<file path="config.mk">
export PLATFORM = sky130hd
export DESIGN_NAME = sdram_init_sequencer_flat
export DESIGN_NICKNAME = d
export VERILOG_FILES = /design/src/rtl/sdram_init_pkg.sv /design/src/rtl/sdram_init_sequencer_if.sv /design/src/rtl/sdram_delay_counter.sv /design/src/rtl/sdram_init_sequencer.sv /design/src/flat_wrapper.sv
export SDC_FILE = /design/constraint.sdc
export NUM_CORES = 1
export LEC_CHECK = 0
export ABC_AREA = 1
export CAP_MARGIN = 40
export CORE_MARGIN = 2
export CORE_UTILIZATION = 42
export DETAILED_ROUTE_END_ITERATION = 7
export HOLD_SLACK_MARGIN = 0.1
export PLACE_DENSITY_LB_ADDON = 0.05
export SYNTH_ARGS = -nofsm -noshare
export SYNTH_HDL_FRONTEND = slang
export SYNTH_SLANG_ARGS = --single-unit
</file>
<file path="constraint.sdc">
create_clock -name io_axiClk -period 3.45 [get_ports io_axiClk]
set_clock_uncertainty 0.2 [all_clocks]
set_input_delay 0.69 -clock io_axiClk [delete_from_list [all_inputs] [get_ports io_axiClk]]
set_output_delay 0.69 -clock io_axiClk [all_outputs]
set_load 0.05 [all_outputs]
</file>
<file path="src/rtl/sdram_init_pkg.sv">
`default_nettype none
// ============================================================================
// Module      : sdram_init_pkg
// Description : SDRAM init sequencer widths, command encodings, FSM states
// Revision    : 1.0
// ============================================================================
package sdram_init_pkg;

  localparam int ADDR_W = 13;
  localparam int BA_W   = 2;
  localparam int DQ_W   = 16;
  localparam int DQM_W  = 2;
  localparam int CMD_W  = 4;

  // Encoded as {CSn, RASn, CASn, WEn}
  localparam logic [CMD_W-1:0] CMD_INHIBIT   = 4'b1111;
  localparam logic [CMD_W-1:0] CMD_NOP       = 4'b0111;
  localparam logic [CMD_W-1:0] CMD_PRECHARGE = 4'b0010;
  localparam logic [CMD_W-1:0] CMD_REFRESH   = 4'b0001;
  localparam logic [CMD_W-1:0] CMD_LOAD_MODE = 4'b0000;

  // ADDR[10] selects "all banks" for PRECHARGE
  localparam logic [ADDR_W-1:0] ADDR_PRECHARGE_ALL = 13'h0400;

  typedef enum logic [3:0] {
    ST_POWERUP   = 4'd0,
    ST_CKE_NOP   = 4'd1,
    ST_PRECHARGE = 4'd2,
    ST_WAIT_RP   = 4'd3,
    ST_REFRESH   = 4'd4,
    ST_WAIT_RFC  = 4'd5,
    ST_LOAD_MODE = 4'd6,
    ST_WAIT_MRD  = 4'd7,
    ST_DONE      = 4'd8
  } init_state_e;

  typedef struct packed {
    logic              cke;
    logic [CMD_W-1:0]  cmd;
    logic [ADDR_W-1:0] addr;
    logic [BA_W-1:0]   ba;
  } init_pins_t;

  function automatic int max_of4(input int a, input int b, input int c, input int d);
    int m;
    m = a;
    if (b > m) m = b;
    if (c > m) m = c;
    if (d > m) m = d;
    return m;
  endfunction

endpackage
`default_nettype wire

</file>
<file path="src/rtl/sdram_init_sequencer_if.sv">
`default_nettype none
// ============================================================================
// Module      : sdram_init_sequencer_if
// Description : SDR SDRAM pin bundle; master drives commands, slave returns DQ
// Revision    : 1.0
// ============================================================================
interface sdram_init_sequencer_if;
  import sdram_init_pkg::*;

  logic [ADDR_W-1:0] ADDR;
  logic [BA_W-1:0]   BA;
  logic [DQM_W-1:0]  DQM;
  logic              CKE;
  logic              CSn;
  logic              RASn;
  logic              CASn;
  logic              WEn;
  logic [DQ_W-1:0]   DQ_write;
  logic              DQ_writeEnable;
  logic [DQ_W-1:0]   DQ_read;

  modport master (
    output ADDR, BA, DQM, CKE, CSn, RASn, CASn, WEn, DQ_write, DQ_writeEnable,
    input  DQ_read
  );

  modport slave (
    input  ADDR, BA, DQM, CKE, CSn, RASn, CASn, WEn, DQ_write, DQ_writeEnable,
    output DQ_read
  );

endinterface
`default_nettype wire

</file>
<file path="src/rtl/sdram_delay_counter.sv">
`default_nettype none
// ============================================================================
// Module      : sdram_delay_counter
// Description : Loadable saturating down-counter with zero flag
// Revision    : 1.0
// ============================================================================
module sdram_delay_counter #(
  parameter int               WIDTH       = 8,
  parameter logic [WIDTH-1:0] RESET_VALUE = '0
) (
  input  wire logic             clk,
  input  wire logic             rst_n,
  input  wire logic             load,
  input  wire logic [WIDTH-1:0] load_value,
  output logic                  zero
);

  logic [WIDTH-1:0] count_q;
  logic [WIDTH-1:0] count_d;

  // Holds at zero rather than wrapping so a stale wait can never re-arm
  always_comb begin
    count_d = count_q;
    if (load) begin
      count_d = load_value;
    end else if (count_q != '0) begin
      count_d = count_q - 1'b1;
    end
  end

  always_ff @(posedge clk or negedge rst_n) begin
    if (!rst_n) begin
      count_q <= RESET_VALUE;
    end else begin
      count_q <= count_d;
    end
  end

  assign zero = (count_q == '0);

endmodule
`default_nettype wire

</file>
<file path="src/rtl/sdram_init_sequencer.sv">
`default_nettype none
// ============================================================================
// Module      : sdram_init_sequencer
// Description : SDR SDRAM power-up init, then permanent controller pass-through
// Revision    : 1.0
// ============================================================================
module sdram_init_sequencer
  import sdram_init_pkg::*;
#(
  parameter int                T_POWERUP     = 13334,
  parameter int                T_RP          = 3,
  parameter int                T_RFC         = 9,
  parameter int                T_MRD         = 2,
  parameter int                REFRESH_COUNT = 2,
  parameter logic [ADDR_W-1:0] MODE_VALUE    = 13'h030
) (
  input  wire logic             io_axiClk,
  input  wire logic             io_asyncResetn,
  sdram_init_sequencer_if.slave  io_ctrl,
  sdram_init_sequencer_if.master io_sdram,
  output logic                  io_done
);

  localparam int T_MAX  = max_of4(T_POWERUP, T_RP, T_RFC, T_MRD);
  localparam int WAIT_W = $clog2(T_MAX) + 1;
  localparam int REF_W  = $clog2(REFRESH_COUNT) + 1;

  localparam logic [WAIT_W-1:0] LD_POWERUP = WAIT_W'(T_POWERUP);
  localparam logic [WAIT_W-1:0] LD_RP      = WAIT_W'(T_RP - 1);
  localparam logic [WAIT_W-1:0] LD_RFC     = WAIT_W'(T_RFC - 1);
  localparam logic [WAIT_W-1:0] LD_MRD     = WAIT_W'(T_MRD - 1);
  localparam logic [REF_W-1:0]  REF_INIT   = REF_W'(REFRESH_COUNT - 1);

  localparam init_pins_t PINS_RESET = '{cke: 1'b0, cmd: CMD_INHIBIT, addr: '0, ba: '0};

  init_state_e       state_q, state_d;
  logic [REF_W-1:0]  ref_cnt_q, ref_cnt_d;
  init_pins_t        pins_q, pins_d;
  logic              done_q, done_d;
  logic              wait_load;
  logic [WAIT_W-1:0] wait_value;
  logic              wait_zero;

  // Counter is loaded on entry to each command state with T_x-1, so a command
  // state that already sees zero skips its WAIT_* state entirely.
  sdram_delay_counter #(
    .WIDTH       (WAIT_W),
    .RESET_VALUE (LD_POWERUP)
  ) u_delay (
    .clk        (io_axiClk),
    .rst_n      (io_asyncResetn),
    .load       (wait_load),
    .load_value (wait_value),
    .zero       (wait_zero)
  );

  always_comb begin
    state_d    = state_q;
    ref_cnt_d  = ref_cnt_q;
    wait_load  = 1'b0;
    wait_value = '0;
    case (state_q)
      ST_POWERUP: begin
        if (wait_zero) state_d = ST_CKE_NOP;
      end
      ST_CKE_NOP: begin
        state_d    = ST_PRECHARGE;
        wait_load  = 1'b1;
        wait_value = LD_RP;
      end
      ST_PRECHARGE, ST_WAIT_RP: begin
        if (wait_zero) begin
          state_d    = ST_REFRESH;
          wait_load  = 1'b1;
          wait_value = LD_RFC;
        end else begin
          state_d = ST_WAIT_RP;
        end
      end
      ST_REFRESH, ST_WAIT_RFC: begin
        if (!wait_zero) begin
          state_d = ST_WAIT_RFC;
        end else if (ref_cnt_q != '0) begin
          state_d    = ST_REFRESH;
          ref_cnt_d  = ref_cnt_q - 1'b1;
          wait_load  = 1'b1;
          wait_value = LD_RFC;
        end else begin
          state_d    = ST_LOAD_MODE;
          wait_load  = 1'b1;
          wait_value = LD_MRD;
        end
      end
      ST_LOAD_MODE, ST_WAIT_MRD: begin
        state_d = wait_zero ? ST_DONE : ST_WAIT_MRD;
      end
      ST_DONE: begin
        state_d = ST_DONE;
      end
      default: begin
        state_d = ST_POWERUP;
      end
    endcase
  end

  // Pins are decoded from the next state so they update on the same edge
  always_comb begin
    pins_d = '{cke: 1'b1, cmd: CMD_NOP, addr: '0, ba: '0};
    case (state_d)
      ST_POWERUP: begin
        pins_d = PINS_RESET;
      end
      ST_PRECHARGE: begin
        pins_d.cmd  = CMD_PRECHARGE;
        pins_d.addr = ADDR_PRECHARGE_ALL;
      end
      ST_REFRESH: begin
        pins_d.cmd = CMD_REFRESH;
      end
      ST_LOAD_MODE: begin
        pins_d.cmd  = CMD_LOAD_MODE;
        pins_d.addr = MODE_VALUE;
      end
      default: begin
        pins_d.cmd = CMD_NOP;
      end
    endcase
    done_d = (state_d == ST_DONE);
  end

  always_ff @(posedge io_axiClk or negedge io_asyncResetn) begin
    if (!io_asyncResetn) begin
      state_q   <= ST_POWERUP;
      ref_cnt_q <= REF_INIT;
      pins_q    <= PINS_RESET;
      done_q    <= 1'b0;
    end else begin
      state_q   <= state_d;
      ref_cnt_q <= ref_cnt_d;
      pins_q    <= pins_d;
      done_q    <= done_d;
    end
  end

  assign io_done = done_q;

  assign io_sdram.CKE            = done_q ? io_ctrl.CKE  : pins_q.cke;
  assign io_sdram.CSn            = done_q ? io_ctrl.CSn  : pins_q.cmd[3];
  assign io_sdram.RASn           = done_q ? io_ctrl.RASn : pins_q.cmd[2];
  assign io_sdram.CASn           = done_q ? io_ctrl.CASn : pins_q.cmd[1];
  assign io_sdram.WEn            = done_q ? io_ctrl.WEn  : pins_q.cmd[0];
  assign io_sdram.ADDR           = done_q ? io_ctrl.ADDR : pins_q.addr;
  assign io_sdram.BA             = done_q ? io_ctrl.BA   : pins_q.ba;
  assign io_sdram.DQM            = done_q ? io_ctrl.DQM  : {DQM_W{1'b1}};
  assign io_sdram.DQ_write       = io_ctrl.DQ_write;
  assign io_sdram.DQ_writeEnable = io_ctrl.DQ_writeEnable & done_q;
  assign io_ctrl.DQ_read         = io_sdram.DQ_read;

endmodule
`default_nettype wire

</file>
<file path="src/flat_wrapper.sv">
// flat-port wrapper written by rule: the top's interface ports become plain ports
module sdram_init_sequencer_flat import sdram_init_pkg::*;
#(
  parameter int                T_POWERUP     = 13334,
  parameter int                T_RP          = 3,
  parameter int                T_RFC         = 9,
  parameter int                T_MRD         = 2,
  parameter int                REFRESH_COUNT = 2,
  parameter logic [ADDR_W-1:0] MODE_VALUE    = 13'h030
)
  (io_axiClk, io_asyncResetn, io_done, io_ctrl_ADDR, io_ctrl_BA, io_ctrl_DQM, io_ctrl_CKE, io_ctrl_CSn, io_ctrl_RASn, io_ctrl_CASn, io_ctrl_WEn, io_ctrl_DQ_write, io_ctrl_DQ_writeEnable, io_ctrl_DQ_read, io_sdram_ADDR, io_sdram_BA, io_sdram_DQM, io_sdram_CKE, io_sdram_CSn, io_sdram_RASn, io_sdram_CASn, io_sdram_WEn, io_sdram_DQ_write, io_sdram_DQ_writeEnable, io_sdram_DQ_read);
  sdram_init_sequencer_if io_ctrl_i ();
  sdram_init_sequencer_if io_sdram_i ();
  input  wire logic io_axiClk;
  input  wire logic io_asyncResetn;
  output logic io_done;
  input wire logic [$bits(io_ctrl_i.ADDR)-1:0] io_ctrl_ADDR;
  input wire logic [$bits(io_ctrl_i.BA)-1:0] io_ctrl_BA;
  input wire logic [$bits(io_ctrl_i.DQM)-1:0] io_ctrl_DQM;
  input wire logic [$bits(io_ctrl_i.CKE)-1:0] io_ctrl_CKE;
  input wire logic [$bits(io_ctrl_i.CSn)-1:0] io_ctrl_CSn;
  input wire logic [$bits(io_ctrl_i.RASn)-1:0] io_ctrl_RASn;
  input wire logic [$bits(io_ctrl_i.CASn)-1:0] io_ctrl_CASn;
  input wire logic [$bits(io_ctrl_i.WEn)-1:0] io_ctrl_WEn;
  input wire logic [$bits(io_ctrl_i.DQ_write)-1:0] io_ctrl_DQ_write;
  input wire logic [$bits(io_ctrl_i.DQ_writeEnable)-1:0] io_ctrl_DQ_writeEnable;
  output wire logic [$bits(io_ctrl_i.DQ_read)-1:0] io_ctrl_DQ_read;
  output wire logic [$bits(io_sdram_i.ADDR)-1:0] io_sdram_ADDR;
  output wire logic [$bits(io_sdram_i.BA)-1:0] io_sdram_BA;
  output wire logic [$bits(io_sdram_i.DQM)-1:0] io_sdram_DQM;
  output wire logic [$bits(io_sdram_i.CKE)-1:0] io_sdram_CKE;
  output wire logic [$bits(io_sdram_i.CSn)-1:0] io_sdram_CSn;
  output wire logic [$bits(io_sdram_i.RASn)-1:0] io_sdram_RASn;
  output wire logic [$bits(io_sdram_i.CASn)-1:0] io_sdram_CASn;
  output wire logic [$bits(io_sdram_i.WEn)-1:0] io_sdram_WEn;
  output wire logic [$bits(io_sdram_i.DQ_write)-1:0] io_sdram_DQ_write;
  output wire logic [$bits(io_sdram_i.DQ_writeEnable)-1:0] io_sdram_DQ_writeEnable;
  input wire logic [$bits(io_sdram_i.DQ_read)-1:0] io_sdram_DQ_read;
  assign io_ctrl_i.ADDR = io_ctrl_ADDR;
  assign io_ctrl_i.BA = io_ctrl_BA;
  assign io_ctrl_i.DQM = io_ctrl_DQM;
  assign io_ctrl_i.CKE = io_ctrl_CKE;
  assign io_ctrl_i.CSn = io_ctrl_CSn;
  assign io_ctrl_i.RASn = io_ctrl_RASn;
  assign io_ctrl_i.CASn = io_ctrl_CASn;
  assign io_ctrl_i.WEn = io_ctrl_WEn;
  assign io_ctrl_i.DQ_write = io_ctrl_DQ_write;
  assign io_ctrl_i.DQ_writeEnable = io_ctrl_DQ_writeEnable;
  assign io_ctrl_DQ_read = io_ctrl_i.DQ_read;
  assign io_sdram_ADDR = io_sdram_i.ADDR;
  assign io_sdram_BA = io_sdram_i.BA;
  assign io_sdram_DQM = io_sdram_i.DQM;
  assign io_sdram_CKE = io_sdram_i.CKE;
  assign io_sdram_CSn = io_sdram_i.CSn;
  assign io_sdram_RASn = io_sdram_i.RASn;
  assign io_sdram_CASn = io_sdram_i.CASn;
  assign io_sdram_WEn = io_sdram_i.WEn;
  assign io_sdram_DQ_write = io_sdram_i.DQ_write;
  assign io_sdram_DQ_writeEnable = io_sdram_i.DQ_writeEnable;
  assign io_sdram_i.DQ_read = io_sdram_DQ_read;
  sdram_init_sequencer #(.T_POWERUP(T_POWERUP), .T_RP(T_RP), .T_RFC(T_RFC), .T_MRD(T_MRD), .REFRESH_COUNT(REFRESH_COUNT), .MODE_VALUE(MODE_VALUE)) u_core (.io_axiClk(io_axiClk), .io_asyncResetn(io_asyncResetn), .io_ctrl(io_ctrl_i), .io_sdram(io_sdram_i), .io_done(io_done));
endmodule
</file>
# --- After elaboration in Yosys (flattened, before gate mapping) ---
# Cells that the tools add are included.
# W data, S select, Z words.
totals:
  register_bits: 38
  in_bits: 57
  out_inout_bits: 56
  elab_cells: 58
op_classes:
  n_addsub: 2
  n_eq_ne: 12
  muxes: 25
  bitwise_logic: 1
  n_reduce_logical: 11
ops:
  columns: ["cell", "n"]
  rows:
  - ["$mux W15", 3]
  - ["$pmux W15 S3", 1]
  - ["$eq A4 B3 Y1 const B", 6]
  - ["$pmux W4 S6", 1]
  - ["$pmux W11 S2", 1]
  - ["$mux W4", 5]
  - ["$pmux W4 S4", 1]
  - ["$logic_not A15 Y1", 1]
  - ["$reduce_bool A15 Y1", 1]
  - ["$sub A15 B1 Y15 const B", 1]
  - ["$mux W13", 1]
  - ["$eq A4 B2 Y1 const B", 3]
  - ["$eq A4 B4 Y1 const B", 2]
  - ["$logic_not A4 Y1", 2]
  - ["$mux W1", 7]
  - ["$mux W2", 3]
  - ["$reduce_or A2 Y1", 3]
  - ["$eq A4 B1 Y1 const B", 1]
  - ["$reduce_bool A2 Y1", 2]
  - ["$reduce_or A4 Y1", 1]
  - ["$mux W3", 1]
  - ["$reduce_and A3 Y1", 1]
  - ["$pmux W1 S2", 1]
  - ["$sub A2 B1 Y2 const B", 1]
  - ["$and A1 B1 Y1", 1]

# --- Logic depth before layout (Yosys ltp) ---
# Gate-level depths: netlist (run 1).
logic_depth:
  depth_word: 6
  mapped_depth: 11
  depth_no_buf: 10

# --- By module ---
# A second synthesis (run 1) with hierarchy kept.
hier_totals:
  cells_unflattened: 300
  hier_area_um2: 2142.1
modules_own_cells:
  columns: ["mod", "instances", "cells_each", "area_each_um2", "seq_area_each_um2"]
  rows:
  - ["sdram_init_sequencer", 1, 161, 1127.3, 356.6]
  - ["sdram_delay_counter", 1, 139, 1014.7, 382.9]

# --- Least setup slack after synthesis (run 1) ---
# No wires, ideal clock.
synth_path:
  path_type: "reg2out"
  from: "reg u_core.done_q (netlist: u_core.io_done)"
  to: "out io_sdram_ADDR[10]"
  t_arrival_ns: 1.386
  t_required_ns: 2.560
  setup_slack_ns: 1.174
  path_stages_with_launch: 4
  path_buffers: 1
  path_cell_list: "dfrtp_1 clkbuf_1 nand2_1 nand2_1"
synth_between:
  elab_chain_cells: 1
synth_lines:
  columns: ["element", "line", "rtl"]
  rows:
  - ["from (decl)", "sdram_init_sequencer.sv:39", "logic done_q, done_d;"]
  - ["from (signal assigned)", "sdram_init_sequencer.sv:141", "done_q <= done_d;"]
  - ["$mux W13", "sdram_init_sequencer.sv:152", "assign io_sdram.ADDR = done_q ? io_ctrl.ADDR : pins_q.addr;"]
  - ["to (decl)", "flat_wrapper.sv:28", "output wire logic [$bits(io_sdram_i.ADDR)-1:0] io_sdram_ADDR;"]
# Every way passes these cells.

# --- Worst setup path after layout (run 1) ---
layout_path:
  from: "in io_ctrl_WEn"
  to: "out io_sdram_WEn"
layout_between:
  elab_chain_cells: 1
layout_lines:
  columns: ["element", "line", "rtl"]
  rows:
  - ["from (decl)", "flat_wrapper.sv:24", "input wire logic [$bits(io_ctrl_i.WEn)-1:0] io_ctrl_WEn;"]
  - ["$mux W1", "sdram_init_sequencer.sv:151", "assign io_sdram.WEn = done_q ? io_ctrl.WEn : pins_q.cmd[0];"]
  - ["to (decl)", "flat_wrapper.sv:35", "output wire logic [$bits(io_sdram_i.WEn)-1:0] io_sdram_WEn;"]
# Every way passes these cells.

==> results.md, run 1 <==
* Hold crit path type: flop to flop
* Sequential fraction of the synthesis area at 0.363
* Crit path from: io_ctrl_WEn
* Slew Viols, Final at 0
* Worst-path fanout max at 1
* Post-Synth Adder-Cell Area at 0.0123
* Clock Pin Slew Worst Setup and Hold Paths at 0.06 ns
* Dominant cell type by area after synthesis: dfrtp_1
* Fin worst setup slack at 0.473 ns
* Nets at approximately 370
* Most frequent cells in the layout: nand2_1 (80), clkdlybuf4s50_1 (48), inv_1 (40), nor2_1 (40), dfrtp_1 (18)
* Part of the cycle the worst path needs at 0.863
* Initial DRC Count at 60
* Postcts setup bufs at 0
* GP Congestion at 0.801
* RSZ-0062 raised after global routing: no
* H-tree depth at 2
* Setup violations, final at 0
* Tmin final at ~3 ns
* Slew HR at 0.657
* GRT Util Overall at 0.182
* Pre-CTS setup slack at 0.472 ns
* Cells along the critical path: clkdlybuf4s50_1 > nand2_1 > nand2_1 > clkdlybuf4s50_1
* DR WL/cell at 13.1 microns
* Non-Filler Cell Area, Final at between 2000 and 2500 sq um
* Post-synthesis net count at 345
* Status: finished clean
* Area of the mapped netlist at 2040 sq um
* Initial Util at 0.434
* Leakage Power at 0.00140 uW
* Req. time, crit path at 2.56 ns
* CP Capture Type: primary output
* Max_cap viols at 0
* Slew @ Worst Pin at 0.513 ns
* Largest net degree at the start of global routing at 30
* Cell Pwr Density at 317 nW/um^2
* Achievable Freq at around 0.34 GHz
* CP max stage delay at 0.81 ns
* DRT Wirelength at roughly 4.7 mm
* Synth Area in Simple Gates at 0.351
* First-pass GRT wire length at 7.43 mm
* CP delay by family, top: buffers and inverters
* CTS root buf: clkbuf_8
* Avg Inst Size Synth at 7.12 sq um
* Post-DRT Antenna Nets at 0
* Flops & latches, synth at 29
* Synth top area share at 0.221
* Worst-case reg-to-reg path depth at 9
* Reg2reg start: u_core.u_delay.count_q[0]
* Worst path slowest cell: clkdlybuf4s50_1
* GRT Residual Overflow at 0
* Die height at 73.6 microns
* # port buffers at 48
* CORE AREA at between 4000 and 5000 sq um
* CP Launch Type: primary input
* # DRC at 0
* Synth Area in Compound Gates at 0.0147
* Worst hold stages at 2
* Area contributors post-synth: dfrtp_1 (22%), nand2_1 (15%), dfstp_2 (14%)
* Setup TNS at 0 ns
* CP bufs+invs at 2
* # fillers at 463
* Die area at ~5400 sq um
* Critical Path Stages at 4
* PnR Total Power at 771 uW
* Clk Latency, worst-skew pair at 0.28 ns
* Layout area overhead at 19.3%
* Overall via count from detail_route at 1664
* Core Rows at 25
* Post-synthesis mux area share at 0
* CP arrival at 2.09 ns
* TritonCTS clock tree: built
* Final Hold Viols at 0
* Yosys warns at 0
* Most common cell after layout, fill and taps aside: nand2_1
* Cts repair resizes at 0
* Vias in the first global route at 1568
* Diode count at 0
* Antenna violations before repair at 0
* Die Width at 73.6 microns
* Cts bufs inserted at 5
* Hold Crit Start: u_core.u_delay.count_q[1]
* Drt first pass iters at 4
* Number of vias per cell at 4.60
* I/O Pins at 113
* Placed wire-length estimate after detailed placement at 3.77 mm
* Setup CP Type: primary input to primary output
* Post-synthesis cell count at between 200 and 300
* Area after DPL at 2330 sq um
* Yosys cell types at 28
* Hold-fix buffers, CTS at 0
* CTS Sinks at 29
* Final Core Density at 0.518
* Main combinational cell family by area after synthesis: simple AND/OR/NAND/NOR gates
* CTS max path bufs at 2
* Ratio of cells with drive above 1 in the final layout at 0.140
* Peak supply drop at 0.281 mV
* Synth Area in XOR/XNOR at 0.0430
-- synthesized netlist by cell type (all sizes together) --
| library cell | instances |
|---|---|
| nand2 | 87 |
| nor2 | 47 |
| inv | 44 |
| buf | 34 |
| dfrtp | 18 |
| nand3 | 14 |
| dfstp | 11 |
| xnor2 | 6 |
| nor3 | 4 |
| xor2 | 4 |
| a21oi | 3 |
| nand4 | 3 |
| o21ai | 3 |
| clkbuf | 2 |
| ha | 2 |
| or2 | 2 |
| clkinv | 1 |
| nand3b | 1 |
-- tightest hold or removal path, cell delays in order (launching register included) --
cell and delay [ns]:
dfstp_2 0.37, nand2_1 0.05, nand2_1 0.04
-- path summary, 6_finish.rpt --
path,end,slack (ns)
hold reg to reg,u_core.u_delay.count_q[1],0.27
setup reg to reg,u_core.pins_q[19],1.38
hold / removal,u_core.u_delay.count_q[1],0.27
min in group asynchronous,u_core.state_q[3],0.59
max in group asynchronous,u_core.pins_q[18],2.15
setup / recovery,io_sdram_WEn,0.47
-- kinds of logic after synthesis --
group / count (synthesis)
adder cells (fa/ha/maj): 2
flip-flops: 29
AND/OR/NAND/NOR: 158
XOR/XNOR: 10
AO/OA/AOI/OAI: 6
buffers and inverters: 81
-- sequential cells by signal, summed over array words and instances, names as in the netlist --
signal	flops
u_core.pins_q	7
u_core.io_done	1
u_core.ref_cnt_q	2
u_core.state_q	4
u_core.u_delay.count_q	15
-- power breakdown --
part           switching, uW  total, uW  internal [uW]
clock                    127        307            180
sequential                 0        341            341
combinational           71.1        123           52.4
-- layer usage --
metal	routed length [microns]	GRT usage
met1	1860	0.209
met2	2150	0.290
met3	661	0.0919
met4	70	0.0667
met5	0	0
-- through the flow --
step | cells | hold WS [ns]
after CTS | 362 | 0.274
after global routing | 362 | 0.309
final | 362 | 0.272
after detailed placement | 354 | 0.266
after global placement | 354 | 0.270
after floorplan | 286 | 0.194
-- area by class of cell --
class	count	area, sq um	area share
multi-input cells	176	858	0.353
flip-flops and latches	29	739	0.304
repair buffers	50	495	0.204
inverters	45	169	0.0695
clock buffers	7	96.3	0.0396
well taps	54	67.6	0.0278
clock inverters	1	5.00	0.00206
Note: power is estimated with default switching activity, not from simulation.
==> run 2, diff against run 1 <==
--- a/config.mk
+++ b/config.mk
@@ -8,8 +8,9 @@
 export ABC_AREA = 1
 export CAP_MARGIN = 40
 export CORE_MARGIN = 2
-export CORE_UTILIZATION = 42
+export CORE_UTILIZATION = 65
 export DETAILED_ROUTE_END_ITERATION = 7
+export DONT_BUFFER_PORTS = 1
 export HOLD_SLACK_MARGIN = 0.1
 export PLACE_DENSITY_LB_ADDON = 0.05
 export SYNTH_ARGS = -nofsm -noshare
==> results.md, run 2 (same netlist as run 1, synthesis figures left out) <==
* Status: finished clean
* Hold crit path type: flop to flop
* Slew Viols, Final at 0
* Initial Util at 0.673
* Nets at 319
* Fin worst setup slack at 0.890 ns
* CTS max path bufs at 2
* Die area at 3600 sq um
* Post-DRT Antenna Nets at 0
* Clock Pin Slew Worst Setup and Hold Paths at 0.09 ns
* Number of vias per cell at a little over 5
* Final Hold Viols at 0
* DRT Wirelength at ~4.8 mm
* Tmin final at between 2 and 3 ns
* Area after DPL at between 1500 and 2000 sq um
* Pre-CTS setup slack at 1.28 ns
* # port buffers at 0
* Slew HR at 0.650
* Cell Pwr Density at around 340 nW/um^2
* CTS Sinks at 29
* Vias in the first global route at 1451
* Max_cap viols at 0
* Multi-input gate area at 858 sq um
* Top Registers: u_core.u_delay.count_q x15, u_core.pins_q x7, u_core.state_q x4
* Part of the cycle the worst path needs at 0.742
* CTS root buf: clkbuf_4
* Core Rows at 20
* Slew @ Worst Pin at 0.523 ns
* Die height at 60.0 microns
* Die Width at 60.0 microns
* H-tree depth at 2
* Max FFs per register at 15
* # fillers at 277
* First-pass GRT wire length at a little over 7 mm
* GP Congestion at 0.874
* Antenna violations before repair at 0
* Non-Filler Cell Area, Final at 1930 sq um
* Initial DRC Count at 64
* Worst path slowest cell: dfrtp_1
* Setup TNS at 0 ns
* Most common cell after layout, fill and taps aside: nand2_1
* CP Capture Type: primary output
* CP max stage delay at approximately 0.55 ns
* Largest net degree at the start of global routing at 30
* Achievable Freq at 0.391 GHz
* CP arrival at 1.67 ns
* Cts repair resizes at 0
* Ratio of cells with drive above 1 in the final layout at 0.165
* Drt first pass iters at 4
* CP Launch Type: flop
* I/O Pins at 113
* Biggest register: u_core.u_delay.count_q
* Hold slack at 0.277 ns
* Setup violations, final at 0
* Cts bufs inserted at 5
* Most frequent cells in the layout: nand2_1 (80), inv_1 (40), nor2_1 (40)
* Peak supply drop at 0.231 mV
* Clk Latency, worst-skew pair at 0.34 ns
* Register area at 739 sq um
* Postcts setup bufs at 0
* Setup CP Type: flop to primary output
* DR WL/cell at around 16 microns
* CORE AREA at 3030 sq um
* Overall via count from detail_route at 1556
* Placed wire-length estimate after detailed placement at 3.79 mm
* Diode count at 0
* Most used cell, CP: nand2_1
* Leakage Power at 0.00120 uW
* GRT Residual Overflow at 0
* Cells along the critical path: buf_4 > nand2_1 > nand2_1
* RSZ-0062 raised after global routing: no
* Layout area overhead at -5.28%
* # DRC at 0
* Req. time, crit path at 2.56 ns
* GRT Util Overall at 0.279
* Worst-path fanout max at 13
* TritonCTS clock tree: built
## run 2: cell count changes in the layout (fill, tap and decap cells not counted), sizes merged
cell / before / now
dlygate4sd3: 0 / 1
clkdlybuf4s50: 48 / 0
## run 2: critical path: cells and delay by family (launching register included)
family                 cells  cell delay [ns]
flip-flops                 1             0.55
AND/OR/NAND/NOR            2             0.45
buffers and inverters      1             0.33
## run 2: power breakdown
part / switching (uW) / internal, uW
logic: 66.8 / 9.05
clock network: 124 / 118
registers: 0 / 340
total: 191 / 467
## run 2: metrics by stage
step / power [uW] / util / std cells
after global placement: 412 / 0.604 / 295
final: 658 / 0.637 / 305
after floorplan: 509 / - / 286
after detailed placement: 413 / 0.604 / 295
after global routing: 679 / 0.637 / 305
after CTS: 663 / 0.637 / 305
## run 2: per-layer routing
layer  share of wire  routed length (microns)  global-route usage  vias up
li1                -                        -                   -      764
met1            0.42                     2020               0.366      705
met2            0.44                     2100               0.402       77
met3            0.12                      564               0.117       10
met4           0.019                       90               0.121        0
met5               0                        0                   0        -
## run 2: layout make-up
class                      instances  area share
clock buffer                       7      0.0337
inverter                          45      0.0875
timing repair buffer               3      0.0195
multi-input combinational        176       0.445
tap                               44      0.0285
sequential                        29       0.383
clock inverter                     1     0.00259
## run 2: path summary, 6_finish.rpt
path / startpoint / to / slack (ns) / cells after the start
max reg2reg: u_core.u_delay.count_q[0] / u_core.pins_q[19] / 1.36 / 9
max: u_core.io_done / io_sdram_CKE / 0.89 / 3
min reg2reg: u_core.u_delay.count_q[1] / u_core.u_delay.count_q[1] / 0.28 / 2
max in group asynchronous: io_asyncResetn / u_core.u_delay.count_q[2] / 2.23 / 2
min: u_core.u_delay.count_q[1] / u_core.u_delay.count_q[1] / 0.28 / 2
min in group asynchronous: io_asyncResetn / u_core.u_delay.count_q[5] / 0.57 / 2
## run 2: repair_timing
action / in CTS / in global routing
setup endpoints to repair: 0 / 0
hold buffers: 2 / 0
hold endpoints to repair: 29 / 0
